File: src/rtl/des_keygen.sv
// des_keygen: DES round counter (cnt 0 = idle, 1..16 = active round) plus
// round-key generator. The subkey is combinational from cnt and the latched key.
// Optional build macro DES_KEYGEN_DECRYPT_EN adds a `decrypt` input that,
// latched at run start, issues subkeys in reverse order (K16 first).
module des_keygen (
    input  logic        clk,
    input  logic        rst_n,
    input  logic        start,
    input  logic [63:0] key,
`ifdef DES_KEYGEN_DECRYPT_EN
    input  logic        decrypt,
`endif
    output logic [4:0]  cnt,
    output logic        cnt_end,
    output logic [47:0] round_key
);

    typedef enum logic {
        IDLE,
        RUN
    } state_e;

    // PC-1: DES key bit numbers (1 = key[63]) feeding C0 then D0
    localparam logic [6:0] PC1_TAB [56] = '{
        7'd57, 7'd49, 7'd41, 7'd33, 7'd25, 7'd17, 7'd9,
        7'd1,  7'd58, 7'd50, 7'd42, 7'd34, 7'd26, 7'd18,
        7'd10, 7'd2,  7'd59, 7'd51, 7'd43, 7'd35, 7'd27,
        7'd19, 7'd11, 7'd3,  7'd60, 7'd52, 7'd44, 7'd36,
        7'd63, 7'd55, 7'd47, 7'd39, 7'd31, 7'd23, 7'd15,
        7'd7,  7'd62, 7'd54, 7'd46, 7'd38, 7'd30, 7'd22,
        7'd14, 7'd6,  7'd61, 7'd53, 7'd45, 7'd37, 7'd29,
        7'd21, 7'd13, 7'd5,  7'd28, 7'd20, 7'd12, 7'd4
    };

    // PC-2: C||D bit numbers (1 = MSB of C) feeding round_key[47] downwards
    localparam logic [5:0] PC2_TAB [48] = '{
        6'd14, 6'd17, 6'd11, 6'd24, 6'd1,  6'd5,
        6'd3,  6'd28, 6'd15, 6'd6,  6'd21, 6'd10,
        6'd23, 6'd19, 6'd12, 6'd4,  6'd26, 6'd8,
        6'd16, 6'd7,  6'd27, 6'd20, 6'd13, 6'd2,
        6'd41, 6'd52, 6'd31, 6'd37, 6'd47, 6'd55,
        6'd30, 6'd40, 6'd51, 6'd45, 6'd33, 6'd48,
        6'd44, 6'd49, 6'd39, 6'd56, 6'd34, 6'd53,
        6'd46, 6'd42, 6'd50, 6'd36, 6'd29, 6'd32
    };

    state_e      state_q, state_d;
    logic [4:0]  cnt_q, cnt_d;
    logic        cnt_end_q, cnt_end_d;
    logic [63:0] key_q, key_d;
`ifdef DES_KEYGEN_DECRYPT_EN
    logic        dec_q, dec_d;
`endif

    logic [4:0]  eff_round;
    logic [4:0]  rot_amt;
    logic [55:0] cd0;
    logic [55:0] c_dbl;
    logic [55:0] d_dbl;
    logic [55:0] cd_r;
    logic [47:0] rk;
    logic        unused_parity;

    // Next-state: start latches key, count 1..16, then back to idle
    always_comb begin
        state_d = state_q;
        cnt_d   = cnt_q;
        key_d   = key_q;
`ifdef DES_KEYGEN_DECRYPT_EN
        dec_d   = dec_q;
`endif
        if (cnt_q > 5'd16) begin
            state_d = IDLE;
            cnt_d   = '0;
        end else begin
            case (state_q)
                IDLE: begin
                    if (start) begin
                        state_d = RUN;
                        cnt_d   = 5'd1;
                        key_d   = key;
`ifdef DES_KEYGEN_DECRYPT_EN
                        dec_d   = decrypt;
`endif
                    end
                end
                RUN: begin
                    if (cnt_q == 5'd16) begin
                        state_d = IDLE;
                        cnt_d   = '0;
                    end else begin
                        cnt_d = cnt_q + 5'd1;
                    end
                end
                default: begin
                    state_d = IDLE;
                    cnt_d   = '0;
                end
            endcase
        end
        cnt_end_d = (cnt_d == 5'd16);
    end

    // State, counter and key latch registers
    always_ff @(posedge clk or negedge rst_n) begin
        if (!rst_n) begin
            state_q   <= IDLE;
            cnt_q     <= '0;
            cnt_end_q <= 1'b0;
            key_q     <= '0;
`ifdef DES_KEYGEN_DECRYPT_EN
            dec_q     <= 1'b0;
`endif
        end else begin
            state_q   <= state_d;
            cnt_q     <= cnt_d;
            cnt_end_q <= cnt_end_d;
            key_q     <= key_d;
`ifdef DES_KEYGEN_DECRYPT_EN
            dec_q     <= dec_d;
`endif
        end
    end

    // Subkey: PC-1, rotate C/D by the cumulative amount for the round, PC-2
    always_comb begin
        cd0 = '0;
        for (int unsigned i = 0; i < 56; i++) begin
            cd0[6'(55 - i)] = key_q[6'(7'd64 - PC1_TAB[6'(i)])];
        end

`ifdef DES_KEYGEN_DECRYPT_EN
        eff_round = dec_q ? (5'd17 - cnt_q) : cnt_q;
`else
        eff_round = cnt_q;
`endif

        case (eff_round)
            5'd1:    rot_amt = 5'd1;
            5'd2:    rot_amt = 5'd2;
            5'd3:    rot_amt = 5'd4;
            5'd4:    rot_amt = 5'd6;
            5'd5:    rot_amt = 5'd8;
            5'd6:    rot_amt = 5'd10;
            5'd7:    rot_amt = 5'd12;
            5'd8:    rot_amt = 5'd14;
            5'd9:    rot_amt = 5'd15;
            5'd10:   rot_amt = 5'd17;
            5'd11:   rot_amt = 5'd19;
            5'd12:   rot_amt = 5'd21;
            5'd13:   rot_amt = 5'd23;
            5'd14:   rot_amt = 5'd25;
            5'd15:   rot_amt = 5'd27;
            5'd16:   rot_amt = 5'd28;
            default: rot_amt = 5'd0;
        endcase

        // Rotate-left via doubled word: upper half of {x,x} << s is rotl(x, s)
        c_dbl = {cd0[55:28], cd0[55:28]} << rot_amt;
        d_dbl = {cd0[27:0],  cd0[27:0]}  << rot_amt;
        cd_r  = {c_dbl[55:28], d_dbl[55:28]};

        rk = '0;
        for (int unsigned i = 0; i < 48; i++) begin
            rk[6'(47 - i)] = cd_r[6'd56 - PC2_TAB[6'(i)]];
        end
    end

    // Parity bits (DES bits 8, 16, ..., 64) never reach the schedule
    always_comb begin
        unused_parity = ^{key_q[56], key_q[48], key_q[40], key_q[32],
                          key_q[24], key_q[16], key_q[8],  key_q[0]};
    end

    // Outputs: registered count, subkey forced to zero outside rounds 1..16
    always_comb begin
        cnt       = cnt_q;
        cnt_end   = cnt_end_q;
        round_key = ((cnt_q == 5'd0) || (cnt_q > 5'd16)) ? '0 : rk;
    end

endmodule

File: config.mk
export PLATFORM = sky130hd
export DESIGN_NAME = des_keygen
export DESIGN_NICKNAME = d
export VERILOG_FILES = /design/src/rtl/des_keygen.sv
export SDC_FILE = /design/constraint.sdc
export NUM_CORES = 1
export LEC_CHECK = 0
export BUFFER_PORTS_ARGS = -buffer_cell sky130_fd_sc_hd__buf_2
export CAP_MARGIN = 15
export CORE_UTILIZATION = 56
export CTS_CLUSTER_DIAMETER = 100
export CTS_CLUSTER_SIZE = 40
export DETAILED_ROUTE_END_ITERATION = 8
export PLACE_DENSITY = 0.81
export SYNTH_ARGS = -nofsm -noshare
export SYNTH_HDL_FRONTEND = slang
export SYNTH_SLANG_ARGS = --single-unit
File: constraint.sdc
create_clock -name clk -period 5.96 [get_ports clk]
set_input_delay 0.298 -clock clk [delete_from_list [all_inputs] [get_ports clk]]
set_output_delay 0.298 -clock clk [all_outputs]
set_load 0.03 [all_outputs]
==> metrics.txt, run 1 <==
fraction of registers with async set/reset=100%; clock skew=0.00900 ns; clk_lat worst skew=0.33 ns; drt first-iter violations=1013; routability cong.=0.997; commonest cells after routing, fill and taps aside=mux2i_1, buf_2, nand2_1, mux2_2, dfrtp_1; Num CTS Buffers=9; Syn Inst Count=721; GRT Overall Usage=35.6%; syn nets=799; placeable core area=11400 sq um; commonest register cell after synthesis=dfrtp_1; RSZ-0062 raised after global routing=no; top post-synthesis cells by area=dfrtp_1, mux2i_1, mux2_2, nand2_1, a221o_1; hold-fix buffer count after cts=0; pre-CTS WS=1.77 ns; Post-Syn Area=6530 sq um; fillers=927; number of synthesized flops with an enable pin=0; Crit Path Category=flip-flop to output pin; Final WS setup=1.29 ns; post-CTS setup buffers=0; layout cell share with drive strength beyond 1=28.1%; ant diodes=0; first-pass GRT wire length=32800 microns; clock tree buffer depth=2; Worst-Margin Slew=1.14 ns; syn_area_per_cell=9.06 sq um; synth unique cells=61; crit end category=output pin; max cap viols=0; min Tclk post-route=4.67 ns; TritonRoute pass-1 iters=8; share of the synthesized area in the top cell type=24.1%; sequential-to-total area share from yosys stat=24.1%; fin crit share=78.3%; DRC viols=0; most common cell after layout, fill and taps aside=mux2i_1; vias in the first global route=6017; Die Y=110 microns; Startpoint Class=flip-flop; fin. max-slew vios=0; wire per inst=22.4 microns; #FFs+latches synth=63; TritonCTS clock tree=done; post_cts resized=0; Post-DRT Antenna Nets=0; WP data required=5.66 ns; Max Fclk=214 MHz; setup_tns=0 ns; die area=12100 sq um; area of the multi-input gates=4610 sq um; Ys Warns=0; relative max-transition margin=24.0%; initial antenna violation count=0; Worst-path clk slew=0.05 ns; Synth-to-Final Area Change=12.8%; vias per cell=7.08; status=finished clean; routed wire length=21200 microns; Die W=110 microns; critical-path maximum fanout=44; Final Hold Fails=0; I/O pin count=121; Hold Path Class=input pin to async pin; Worst EP arrival=4.37 ns; Sequential Area=1580 sq um; row count=39; Port Buf Inserts=112; # nets final=873; Starting Density=57.4%; clock sink total=63; final setup vio count=0; DP HPWL=15300 microns; H-Tree Depth=3; Vias=6677; Yosys top cell by area=dfrtp_1; total grt overflow=0; largest net degree at the start of global routing=64; CTS root buffer=clkbuf_16
path summary, 6_finish.rpt:
path	to	from	slack, ns	depth (start not counted)
max reg2reg	key_q[33]$_DFFE_PN0P_	cnt[1]$_DFF_PN0_	3.34	7
min	key_q[52]$_DFFE_PN0P_	rst_n	0.11	2
min reg2reg	key_q[4]$_DFFE_PN0P_	key_q[4]$_DFFE_PN0P_	0.54	1
min in group clk	key_q[61]$_DFFE_PN0P_	key[61]	0.20	2
max in group asynchronous	key_q[47]$_DFFE_PN0P_	rst_n	5.31	2
max	round_key[42]	cnt[1]$_DFF_PN0_	1.29	11
cell type report:
| cell class | count | share of cell area [%] |
|---|---|---|
| Multi-Input combinational cell | 590 | 62.5 |
| Sequential cell | 63 | 21.4 |
| Timing Repair Buffer | 125 | 8.93 |
| Clock buffer | 13 | 3.53 |
| Tap cell | 143 | 2.43 |
| Clock inverter | 3 | 0.883 |
| Inverter | 6 | 0.306 |
per-layer routing:
metal  track usage, %  wire length [microns]
met3             7.23                   2380
met5                0                      0
met2             54.1                   9520
met4             11.1                    473
met1             50.6                   8790
logic make-up (layout without fill, tap and decap cells):
logic type               Yosys count  in the layout  synth area share (%)
AND/OR/NAND/NOR                  189            189                  13.5
multiplexers                     211            211                  33.9
XOR/XNOR                           1              1                 0.134
adder cells (fa/ha/maj)           11             11                  2.11
flip-flops                        63             63                  24.1
AO/OA/AOI/OAI                    178            178                  20.6
buffers and inverters             68            147                  5.58
stage by stage:
step                utilization [%]  cells  hold WS (ns)  instance area (sq um)
floorplan                         -    721       0.00241                   6530
global placement               61.9    927         0.474                   7040
detailed placement             61.9    927         0.489                   7040
CTS                            64.8    943         0.148                   7370
global route                   64.8    943         0.191                   7370
finish                         64.8    943         0.108                   7370
registers in the layout, indices dropped and copies added, names as in the netlist:
signal   cells
key_q       56
cnt          5
cnt_end      1
state_q      1
synth_stat cells, drive strengths merged, types with 5 or more instances:
cell / n
a211o: 10
a211oi: 5
a21oi: 22
a221o: 21
a221oi: 11
a22o: 6
a22oi: 15
buf: 36
clkbuf: 26
dfrtp: 63
ha: 11
inv: 6
mux2: 69
mux2i: 141
nand2: 89
nand3: 6
nand4: 19
nor2: 39
nor3: 7
o21ai: 19
o221ai: 11
o22a: 6
o22ai: 20
o2bb2ai: 6
o31ai: 5
or3: 6
worst max-delay path: stages, from the launching register on:
cell and delay (ns):
dfrtp_1 0.51, inv_1 0.21, ha_1 0.16, nor4b_2 0.27
a21o_2 0.89, buf_4 0.35, mux2i_1 0.36, mux2i_1 0.28
a22o_1 0.30, a221oi_1 0.26, o221ai_1 0.19, buf_2 0.23
Power of run 1 is left out: the tool's default activity adds up to more than one toggle a clock period on the data nets, which glitch-free logic cannot reach.
==> inputs of run 2 (changes only) <==
==> constraint.sdc (replaced) <==
create_clock -name clk -period 4.43 [get_ports clk]
set_input_delay 0.2215 -clock clk [delete_from_list [all_inputs] [get_ports clk]]
set_output_delay 0.2215 -clock clk [all_outputs]
set_load 0.03 [all_outputs]
==> metrics.txt, run 2 (synthesis results as in run 1) <==
status=finished clean; clock sink total=63; Synth-to-Final Area Change=14.5%; initial antenna violation count=0; r2r setup slk=1.82 ns; Sequential Area=1580 sq um; max cap viols=0; CTS root buffer=clkbuf_16; Post-DRT Antenna Nets=0; routed wl met2=9200 microns; Die Y=110 microns; Worst-path clk slew=0.05 ns; Die W=110 microns; hold-fix buffer count after cts=0; vias in the first global route=6054; DRC viols=0; r2r startpoint=cnt[1]$_DFF_PN0_; RSZ-0062 raised after global routing=no; TritonCTS clock tree=done; total grt overflow=0; Worst EP arrival=3.90 ns; Crit Path Category=flip-flop to output pin; crit path launch=cnt[0]$_DFF_PN0_; vias per cell=6.90; Final WS setup=0.307 ns; DP HPWL=15300 microns; wire per inst=21.8 microns; Largest register FFs=56; routability cong.=1.03; post_cts resized=0; Hold Path Class=input pin to async pin; fin crit share=93.1%; Num CTS Buffers=9; WP data required=4.21 ns; Worst-Margin Slew=0.781 ns; commonest cells after routing, fill and taps aside=mux2i_1, buf_2, nand2_1, mux2_2, dfrtp_1; layout cell share with drive strength beyond 1=29.5%; TritonRoute pass-1 iters=6; I/O pin count=121; fillers=934; final setup vio count=0; placeable core area=11400 sq um; Top reg by flops=key_q; WL met1=9090 microns; routed wire length=20900 microns; critical-path maximum fanout=30; top sig layer=met4; R2R Path End=key_q[58]$_DFFE_PN0P_; drt first-iter violations=887; setup_tns=0 ns; Vias=6601; Startpoint Class=flip-flop; row count=39; fin. max-slew vios=0; relative max-transition margin=47.9%; GRT Overall Usage=35.1%; clock tree buffer depth=2; die area=12100 sq um; Final Hold Fails=0; H-Tree Depth=3; # nets final=888; post-CTS setup buffers=0; ant diodes=0; area of the multi-input gates=4610 sq um; pre-CTS WS=0.754 ns; R2R depth=7; most common cell after layout, fill and taps aside=mux2i_1; clock skew=0.00608 ns; min Tclk post-route=4.12 ns; clk_lat worst skew=0.33 ns; largest net degree at the start of global routing=64; Port Buf Inserts=112; crit end category=output pin; met3 WL=2070 microns; Starting Density=57.4%; Max Fclk=243 MHz; first-pass GRT wire length=32400 microns
==> run 2: worst max-delay path by stage <==
stage,end,slack [ns],cells past startpoint
global placement,round_key[11],0.87,11
finish,round_key[6],0.31,11
global route,round_key[11],0.09,11
detailed placement,round_key[11],0.75,11
CTS,round_key[11],0.38,11
floorplan,round_key[11],0.95,11
==> run 2: final cells by class <==
type,instances,area share (%)
Multi-Input combinational cell,590,61.6
Sequential cell,63,21.1
Timing Repair Buffer,140,10.6
Clock buffer,12,3.43
Tap cell,143,2.39
Clock inverter,3,0.569
Inverter,6,0.301
==> run 2: per-stage QoR <==
stage	util, %	hold slack, ns	cell area (sq um)	cells
after floorplan	-	-0.0741	6530	721
after global placement	63.1	0.395	7180	942
after detailed placement	63.1	0.419	7180	942
after CTS	65.8	0.0681	7480	957
after global routing	65.8	0.114	7480	957
final	65.8	0.0481	7480	957
==> run 2: critical path, cell delays in order (launching register included) <==
cell and delay, ns:
dfrtp_1 0.56, inv_1 0.18, ha_1 0.24, nor2b_1 0.14, o211ai_2 0.33, and2_2 0.56
buf_12 0.28, mux2i_1 0.63, a22oi_1 0.20, o221ai_1 0.11, a221o_1 0.14, buf_2 0.19
==> run 2: metal layers <==
metal | up-vias | global-route usage, %
li1 | 2960 | -
met1 | 3199 | 50.1
met2 | 397 | 53.3
met3 | 45 | 6.58
met4 | 0 | 11.8
met5 | - | 0
Power of run 2 is left out for the same reason.
